## config.mk

```make
export PLATFORM = sky130hd
export DESIGN_NAME = model1_ctrl
export DESIGN_NICKNAME = d
export VERILOG_FILES = /design/src/rtl/sz_ctrl_pkg.sv /design/src/rtl/sz_sync_fifo.sv /design/src/rtl/model1_ctrl.sv
export SDC_FILE = /design/constraint.sdc
export NUM_CORES = 2
export LEC_CHECK = 0
export CAP_MARGIN = 20
export CORE_AREA = 3 3 398 479
export DETAILED_ROUTE_END_ITERATION = 7
export DIE_AREA = 0 0 401 482
export PLACE_DENSITY_LB_ADDON = 0.1
export SYNTH_ARGS = -nofsm -noshare
export SYNTH_HDL_FRONTEND = slang
export SYNTH_HIERARCHICAL = 1
export SYNTH_SLANG_ARGS = --single-unit
```

## constraint.sdc

```tcl
create_clock -name clk -period 9.7 [get_ports clk]
set_input_delay 0.97 -clock clk [delete_from_list [all_inputs] [get_ports clk]]
set_output_delay 0.97 -clock clk [all_outputs]
set_load 0.005 [all_outputs]
```

## src/rtl/sz_ctrl_pkg.sv

```systemverilog
// Shared widths, latencies, FSM encoding and the error-bound hit test for the predictor controller.
package sz_ctrl_pkg;

  localparam int DW         = 32;
  localparam int ERR_LAT    = 24;
  localparam int PRED_LAT   = 12;
  localparam int FIFO_DEPTH = 32;

  typedef enum logic [1:0] {
    IDLE  = 2'd0,
    RUN   = 2'd1,
    DRAIN = 2'd2
  } state_t;

  // NaN/Inf magnitudes never count as a hit, whatever the bound.
  function automatic logic err_hit(input logic [30:0] abs_err, input logic [30:0] bound);
    return (abs_err[30:23] != 8'hFF) && (abs_err <= bound);
  endfunction

endpackage

```

## src/rtl/sz_sync_fifo.sv

```systemverilog
// Synchronous FIFO with occupancy count; a full FIFO still accepts a push in a popping cycle.
module sz_sync_fifo #(
  parameter int W     = 8,
  parameter int DEPTH = 4
) (
  input  logic                       clk,
  input  logic                       rst,
  input  logic                       push,
  input  logic [W-1:0]               push_dat,
  input  logic                       pop,
  output logic [W-1:0]               pop_dat,
  output logic [$clog2(DEPTH+1)-1:0] count,
  output logic                       empty,
  output logic                       full
);

  localparam int AW = (DEPTH > 1) ? $clog2(DEPTH) : 1;
  localparam int CW = $clog2(DEPTH + 1);

  logic [W-1:0]  mem [DEPTH];
  logic [AW-1:0] wr_ptr, rd_ptr;
  logic          do_push, do_pop;

  function automatic logic [AW-1:0] nxt(input logic [AW-1:0] p);
    return (p == AW'(DEPTH - 1)) ? '0 : p + AW'(1);
  endfunction

  assign empty   = (count == '0);
  assign full    = (count == CW'(DEPTH));
  assign do_pop  = pop & ~empty;
  assign do_push = push & (~full | do_pop);
  assign pop_dat = mem[rd_ptr];

  always_ff @(posedge clk) begin
    if (do_push) mem[wr_ptr] <= push_dat;
  end

  always_ff @(posedge clk) begin
    if (rst) begin
      wr_ptr <= '0;
      rd_ptr <= '0;
      count  <= '0;
    end else begin
      if (do_push) wr_ptr <= nxt(wr_ptr);
      if (do_pop)  rd_ptr <= nxt(rd_ptr);
      count <= count + CW'(do_push) - CW'(do_pop);
    end
  end

endmodule

```

## src/rtl/model1_ctrl.sv

```systemverilog
// Block controller around an external first-order predictor: feeds samples with n-1/n-2 history,
// tags them through the predictor latency and buffers {pred, err, hit, last}; input is credit-throttled.
module model1_ctrl #(
  parameter int DW         = sz_ctrl_pkg::DW,
  parameter int ERR_LAT    = sz_ctrl_pkg::ERR_LAT,
  parameter int PRED_LAT   = sz_ctrl_pkg::PRED_LAT,
  parameter int FIFO_DEPTH = sz_ctrl_pkg::FIFO_DEPTH
) (
  input  logic          clk,
  input  logic          rst,
  input  logic          start,
  input  logic [15:0]   blk_len,
  input  logic [30:0]   err_bound,
  output logic          busy,
  output logic          done,
  input  logic          in_valid,
  output logic          in_ready,
  input  logic [DW-1:0] in_data,
  output logic [DW-1:0] p_data_in,
  output logic [DW-1:0] p_proceed1,
  output logic [DW-1:0] p_proceed2,
  input  logic [DW-1:0] p_pred,
  input  logic [DW-1:0] p_real_err,
  input  logic [DW-1:0] p_abs_err,
  output logic          out_valid,
  input  logic          out_ready,
  output logic [DW-1:0] out_pred,
  output logic [DW-1:0] out_err,
  output logic          out_hit,
  output logic          out_last
);

  import sz_ctrl_pkg::*;

  localparam int PD = ERR_LAT - PRED_LAT;
  localparam int LW = $clog2(ERR_LAT + 1);
  localparam int CW = $clog2(FIFO_DEPTH + 1);
  localparam int OW = CW + 1;
  localparam int FW = 2 * DW + 2;

  state_t             state, state_nxt;
  logic [15:0]        len_q, idx_q;
  logic [ERR_LAT-1:0] tag_vld, tag_last;
  logic [LW-1:0]      inflight;
  logic [CW-1:0]      fifo_cnt;
  logic [OW-1:0]      outstanding;
  logic               xfer, is_last, tag_exit, pop, fifo_empty;
  logic               fifo_full_unused, abs_sign_unused;
  logic [DW-1:0]      pred_dly [PD];
  logic [FW-1:0]      push_dat, head_dat;

  // Every accepted sample owns a FIFO slot until popped, so the buffer cannot overflow.
  assign outstanding = OW'(inflight) + OW'(fifo_cnt);
  assign in_ready    = (state == RUN) && (outstanding < OW'(FIFO_DEPTH));
  assign xfer        = in_valid & in_ready;
  assign is_last     = (idx_q == len_q - 16'd1);
  assign busy        = (state != IDLE);
  assign tag_exit    = tag_vld[ERR_LAT-1];

  always_comb begin
    state_nxt = state;
    done      = 1'b0;
    case (state)
      IDLE:    if (start && blk_len != 16'd0) state_nxt = RUN;
      RUN:     if (xfer && is_last) state_nxt = DRAIN;
      DRAIN: begin
        if (inflight == '0 && fifo_cnt == '0) begin
          state_nxt = IDLE;
          done      = 1'b1;
        end
      end
      default: state_nxt = IDLE;
    endcase
  end

  always_ff @(posedge clk) begin
    if (rst) begin
      state      <= IDLE;
      len_q      <= '0;
      idx_q      <= '0;
      p_data_in  <= '0;
      p_proceed1 <= '0;
      p_proceed2 <= '0;
    end else begin
      state <= state_nxt;
      if (state == IDLE && start && blk_len != 16'd0) begin
        len_q <= blk_len;
        idx_q <= '0;
      end
      if (xfer) begin
        idx_q      <= idx_q + 16'd1;
        p_data_in  <= in_data;
        p_proceed2 <= (idx_q == 16'd0) ? '0 : p_data_in;
        p_proceed1 <= (idx_q < 16'd2) ? '0 : p_proceed2;
      end
    end
  end

  always_ff @(posedge clk) begin
    if (rst) begin
      tag_vld  <= '0;
      tag_last <= '0;
      inflight <= '0;
    end else begin
      tag_vld  <= {tag_vld[ERR_LAT-2:0], xfer};
      tag_last <= {tag_last[ERR_LAT-2:0], xfer & is_last};
      inflight <= inflight + LW'(xfer) - LW'(tag_exit);
    end
  end

  // Prediction is ready earlier than the error; delay it so both describe the same sample.
  always_ff @(posedge clk) begin
    if (rst) begin
      for (int i = 0; i < PD; i++) pred_dly[i] <= '0;
    end else begin
      pred_dly[0] <= p_pred;
      for (int i = 1; i < PD; i++) pred_dly[i] <= pred_dly[i-1];
    end
  end

  assign abs_sign_unused = p_abs_err[DW-1];
  assign push_dat = {pred_dly[PD-1], p_real_err, err_hit(p_abs_err[30:0], err_bound),
                     tag_last[ERR_LAT-1]};

  sz_sync_fifo #(
    .W     (FW),
    .DEPTH (FIFO_DEPTH)
  ) u_fifo (
    .clk      (clk),
    .rst      (rst),
    .push     (tag_exit),
    .push_dat (push_dat),
    .pop      (pop),
    .pop_dat  (head_dat),
    .count    (fifo_cnt),
    .empty    (fifo_empty),
    .full     (fifo_full_unused)
  );

  assign out_valid = ~fifo_empty;
  assign pop       = out_valid & out_ready;
  assign out_pred  = out_valid ? head_dat[FW-1:DW+2] : '0;
  assign out_err   = out_valid ? head_dat[DW+1:2] : '0;
  assign out_hit   = out_valid & head_dat[1];
  assign out_last  = out_valid & head_dat[0];

endmodule

```

## Word level (Yosys, flattened, before mapping)

Memories as Yosys holds them, arrays and structs flattened. A register that Yosys moved wholly into a read port is not among the register bits.
Cells that the tools add are included.

| word-level totals | value |
|---|---|
| memories | 2 |
| bits in registers | 199 |
| logic and storage cells | 106 |
| memory bits (writable) | 2,496 |
| input port bits | 180 |
| output and inout bits | 166 |

Memories:

| name | words | width | rd ports | clocked after Yosys merged registers in | write ports | line | source |
|---|---|---|---|---|---|---|---|
| u_fifo.mem | 32 | 66 | 1 | 1 | 1 | sz_sync_fifo.sv:20 | `logic [W-1:0] mem [DEPTH];` |
| pred_dly | 12 | 32 | 12 | 0 | 12 | model1_ctrl.sv:49 | `logic [DW-1:0] pred_dly [PD];` |

| cells by class | value |
|---|---|
| multiplexer cells | 33 |
| order comparisons | 3 |
| equal/unequal tests | 10 |
| add/subtract/negate cells | 9 |
| reductions and logical operators | 15 |
| bitwise operators | 22 |

Operators by type and width:

| operator | number |
|---|---|
| 2-to-1 mux 32 bit | 16 |
| 2-to-1 mux 16 bit | 2 |
| less-or-equal comparator 31 bit | 1 |
| 2-to-1 mux 5 bit | 4 |
| adder 16 x 1 -> 16 bit, second input constant | 1 |
| equality test 16 bit | 1 |
| zero test 16 bit | 1 |
| less-than comparator 16 x 2 -> 1 bit, second input constant | 1 |
| nonzero test 16 bit | 1 |
| subtractor 16 x 1 -> 16 bit, second input constant | 1 |
| bitwise OR 1 bit | 13 |
| adder 5 x 1 -> 5 bit, second input constant | 2 |
| equality test 5 bit, second input constant | 2 |
| inequality test 8 bit, second input constant | 1 |
| adder 5 x 6 -> 7 bit | 1 |
| AND 1 bit | 7 |
| logical AND 1 bit | 7 |
| less-than comparator 7 x 6 -> 1 bit, second input constant | 1 |
| 2-to-1 mux 1 bit | 7 |
| adder 6 x 1 -> 6 bit | 1 |
| equality test 6 bit, second input constant | 1 |
| zero test 6 bit | 1 |
| 2-to-1 mux 2 bit | 3 |
| case mux 2 bit (3 select lines) | 1 |
| other kinds (12) | 15 |

## Depth between registers and ports, before layout

| logic depth | value |
|---|---|
| depth after elaboration | 8 |
| depth in mapped cells | 18 |
| mapped depth without buffers | 16 |

## Cells and area by module

The synthesis kept the hierarchy.

By module, submodules not included:

| module | area an instance (µm²) | sequential area each (µm²) | times used | cells each |
|---|---|---|---|---|
| sz_sync_fifo | 81,821.0 | 63,841.2 | 1 | 3,931 |
| model1_ctrl | 18,453.9 | 11,350.9 | 1 | 1,722 |

## Worst setup path after synthesis

Ideal clock, no wire load.

| timing path | value |
|---|---|
| kind | reg-to-reg |
| from | register u_fifo.count[2] |
| to | memory u_fifo/mem[29][0] (netlist bit), enable pin |
| path slack | 4.749 ns |
| arrival | 4.461 ns |
| path buffers | 1 |
| clock period less this slack | 4.951 ns |
| data required time | 9.209 ns |
| library setup time | 0.491 ns |
| cell stages (with the launch flop) | 10 |
| cells stage by stage | dfxtp_1 > inv_1 > ha_1 > nor4bb_1 > clkbuf_1 > nor2b_1 > nor2b_1 > o21a_1 > nand2_1 > nor2_1 |

| between the ends | value |
|---|---|
| cells in the longest elaborated chain, start to end | 8 |
| elaborated cells on any way between the ends | 10 |
| those cells by class | eq/ne: 1; mux: 2; bitwise: 6; reduce/logical: 1 |

RTL lines:

| item | line | source |
|---|---|---|
| start: declaration | sz_sync_fifo.sv:12 | `output logic [$clog2(DEPTH+1)-1:0] count,` |
| start signal: assignment | sz_sync_fifo.sv:46 | `count <= count + CW'(do_push) - CW'(do_pop);` |
| zero test 6 bit | sz_sync_fifo.sv:28 | `assign empty = (count == '0);` |
| named net fifo_empty | model1_ctrl.sv:47 | `logic xfer, is_last, tag_exit, pop, fifo_empty;` |
| inverter 1 bit | model1_ctrl.sv:140 | `assign out_valid = ~fifo_empty;` |
| AND 1 bit | model1_ctrl.sv:141 | `assign pop = out_valid & out_ready;` |
| named net pop | model1_ctrl.sv:47 |  |
| AND 1 bit | sz_sync_fifo.sv:30 | `assign do_pop = pop & ~empty;` |
| bitwise OR 1 bit | sz_sync_fifo.sv:31 | `assign do_push = push & (~full \| do_pop);` |
| AND 1 bit | sz_sync_fifo.sv:31 |  |
| 2-to-1 mux 1 bit | sz_sync_fifo.sv:35 | `if (do_push) mem[wr_ptr] <= push_dat;` |
| 2-to-1 mux 1 bit (not written as such) | sz_sync_fifo.sv:35 |  |
| end: declaration | sz_sync_fifo.sv:20 |  |

The timed path passes the listed nets, and every way through them passes these cells.

==> qor.yml <==
status:
  outcome: "finished, final reports clean"
die:
  coreArea_um2: 186800
  fp-row-count: 174
  start_util_pct: 53.68
  die_y_um: 482
  die_w_um: 401
  dieArea_um2: 193300
  io_pins: 346
final_layout:
  fin_nets: 6314
  utilization_pct: 61.50
  fillCellCount: 13620
  area_delta_synth_final_pct: 14.58
  multiInputGateArea_um2: 23330
  drive_gt1_share_pct: 13.59
  regArea_um2: 75200
placement:
  io_buffers: 344
  post-dp-hpwl_mm: 126.1
  gp_congestion: 0.7813
logic_synthesis:
  synth_area_um2: 100300
  synthCells: 5652
  synth_fp_nets: 5893
  syn_avg_cell_area_um2: 17.74
  yosysWarnings: 6
global_route:
  grt_max_degree: 234
  grt_usage_pct: 24.88
  grt_use_met3_pct: 4.533
  grt_use_met2_pct: 42.59
  met1_usage_pct: 33.11
  grt_pass1_vias: 52800
  top_usage_layer: "met2"
  grt_first_pass_wirelength_mm: 353.5
  antenna_found_initial: 10
  grt_overflow_total: 0
routing:
  ant_nets: 0
  postRouteWirelength_mm: 240.8
  route.detailed.drc: 0
  drt_iter0_markers: 4669
  post_drt_wl_per_cell_um: 27.59
  first_pass_iters: 5
  via_per_inst: 5.963
  routed-via-count: 52060
setup_path:
  cp.required_ns: 8.73
  reg2reg_from: "u_fifo/count[2]"
  critPathCaptureType: "output port"
  reg2reg_slack_ns: 4.63
  crit_chain: "buf_12 > and3_2 > buf_4 > a22oi_1 > nand4_1 > nor2b_1 > clkdlybuf4s50_1"
  criticalPathCategory: "reg2out"
  crit_arrival_ns: 5.32
  cp_slowest_cell: "and3_2"
  startpoint_type: "flop"
  worstPathMaxFanout: 113
  r2r-end: "u_fifo/mem[16][4]"
  reg2regPathDepth: 11
  slowest_delay_ns: 0.85
sta:
  rsz0062_at_grt: "no"
  whs_ns: 0.4181
  fmax_mhz: 158.9
  max-slew-margin-rel_pct: 20.94
  final_max_slew_viol_count: 0
  period_share_pct: 64.86
  period_needed_ns: 6.292
  fin_tns_setup_ns: 0
  finalSetupViolations: 0
  skew_ns: 0.04569
  finalHoldViolCount: 0
  tightest_slew_ns: 1.186
hold_path:
  worstHoldStart: "pred_dly[1][113]"
  holdPathEnd: "pred_dly[2][17]"
  whs_path_depth: 1
  worstHoldPathType: "reg2reg"
power_and_ir_drop:
  p_per_area_nw_per_um2: 223.0
  vdd_drop_max_mv: 0.1927
  p_leak_nw: 34.45
cts:
  cts_buffer_depth: 4
  root_buffer: "clkbuf_16"
  clock-sinks: 2700
  cts_tree: "built"
  ctsResizeCount: 0
  clkLatencyLatePin_ns: 0.91
  ctsHoldBuffers: 0
  cts_made_buffers: 278
  clk_pin_slew_ns: 0.06
  postCtsSetupBuffers: 0
  cts_max_level: 5
flow_run:
  cap_violations: 0
-- cell usage in the layout, fill, tap and decap left out, types with 13 or more instances in the layout --
| master | count |
|---|---|
| a21o_1 | 13 |
| a21oi_1 | 101 |
| a22o_1 | 33 |
| a22oi_1 | 313 |
| a31oi_1 | 58 |
| and3_1 | 79 |
| buf_4 | 104 |
| bufinv_16 | 14 |
| clkbuf_1 | 67 |
| clkbuf_16 | 287 |
| clkbuf_8 | 17 |
| clkdlybuf4s50_1 | 343 |
| clkinv_1 | 41 |
| clkinv_2 | 32 |
| dfxtp_1 | 585 |
| edfxtp_1 | 2112 |
| ha_1 | 59 |
| inv_1 | 62 |
| mux2i_1 | 502 |
| mux4_2 | 294 |
| nand2_1 | 110 |
| nand3_1 | 89 |
| nand4_1 | 35 |
| nor2_1 | 100 |
| nor2_4 | 36 |
| nor2b_1 | 505 |
| nor4_1 | 14 |
| o21ai_0 | 25 |
| o22ai_1 | 23 |
| or3_1 | 19 |
| xnor2_1 | 18 |
-- final cells by class --
type / instances / area share [%]
multi-input combinational: 2567 / 20.31
antenna: 2 / 0.004356
inverter: 63 / 0.2124
timing repair buffer: 463 / 3.965
clock inverter: 100 / 0.7253
tap: 2464 / 2.683
clock buffer: 371 / 6.639
sequential: 2700 / 65.46
-- power by group --
group | total (mW) | leakage, nW | switching [mW] | internal (mW)
logic | 3.07 | 8.62 | 1.70 | 1.37
registers | 12.5 | 21.7 | 0.0922 | 12.4
clock network | 10.0 | 4.14 | 4.14 | 5.87
total | 25.6 | 34.5 | 5.93 | 19.7
-- registers in the layout (all words and copies together), names as in the netlist, named ones only --
name           count
idx_q             16
pred_dly         384
inflight           5
len_q             16
u_fifo/rd_ptr      5
u_fifo/mem      2112
tag_last          24
tag_vld           24
u_fifo/wr_ptr      5
p_proceed2        32
p_data_in         32
state              2
p_proceed1        32
u_fifo/count       6
-- critical path: cells and delay by family, from the launching register on --
family	cells	cell delay, ns
compound gates	1	0.21
simple gates	3	1.59
flops	1	0.55
buf+inv	3	1.92
-- how the worst max path moves through the flow --
stage,end,slack [ns],cells after the start
6_report,out_hit,3.41,7
2_1_floorplan,u_fifo/mem[29][0],4.75,9
3_5_place_dp,out_hit,4.27,7
4_1_cts,out_hit,3.29,7
5_1_grt,out_pred[9],3.28,8
3_3_place_gp,out_hit,4.28,7
-- through the flow --
step           cell area [um^2]  power, mW  worst slack [ns]  instances
2_1_floorplan            100300      14.65             4.749       5652
3_3_place_gp             106200      15.87             4.280       8249
3_5_place_dp             106200      15.89             4.269       8249
4_1_cts                  114700      25.88             3.286       8720
5_1_grt                  114900      26.57             3.282       8729
6_report                 114900      25.62             3.408       8730
-- routing by layer --
layer | vias to the layer above | wire length [um]
li1 | 22800 | -
met2 | 1856 | 121600
met1 | 27060 | 96750
met3 | 349 | 16890
met5 | - | 8
met4 | 2 | 5591
Power figures use the tool's default switching activity.
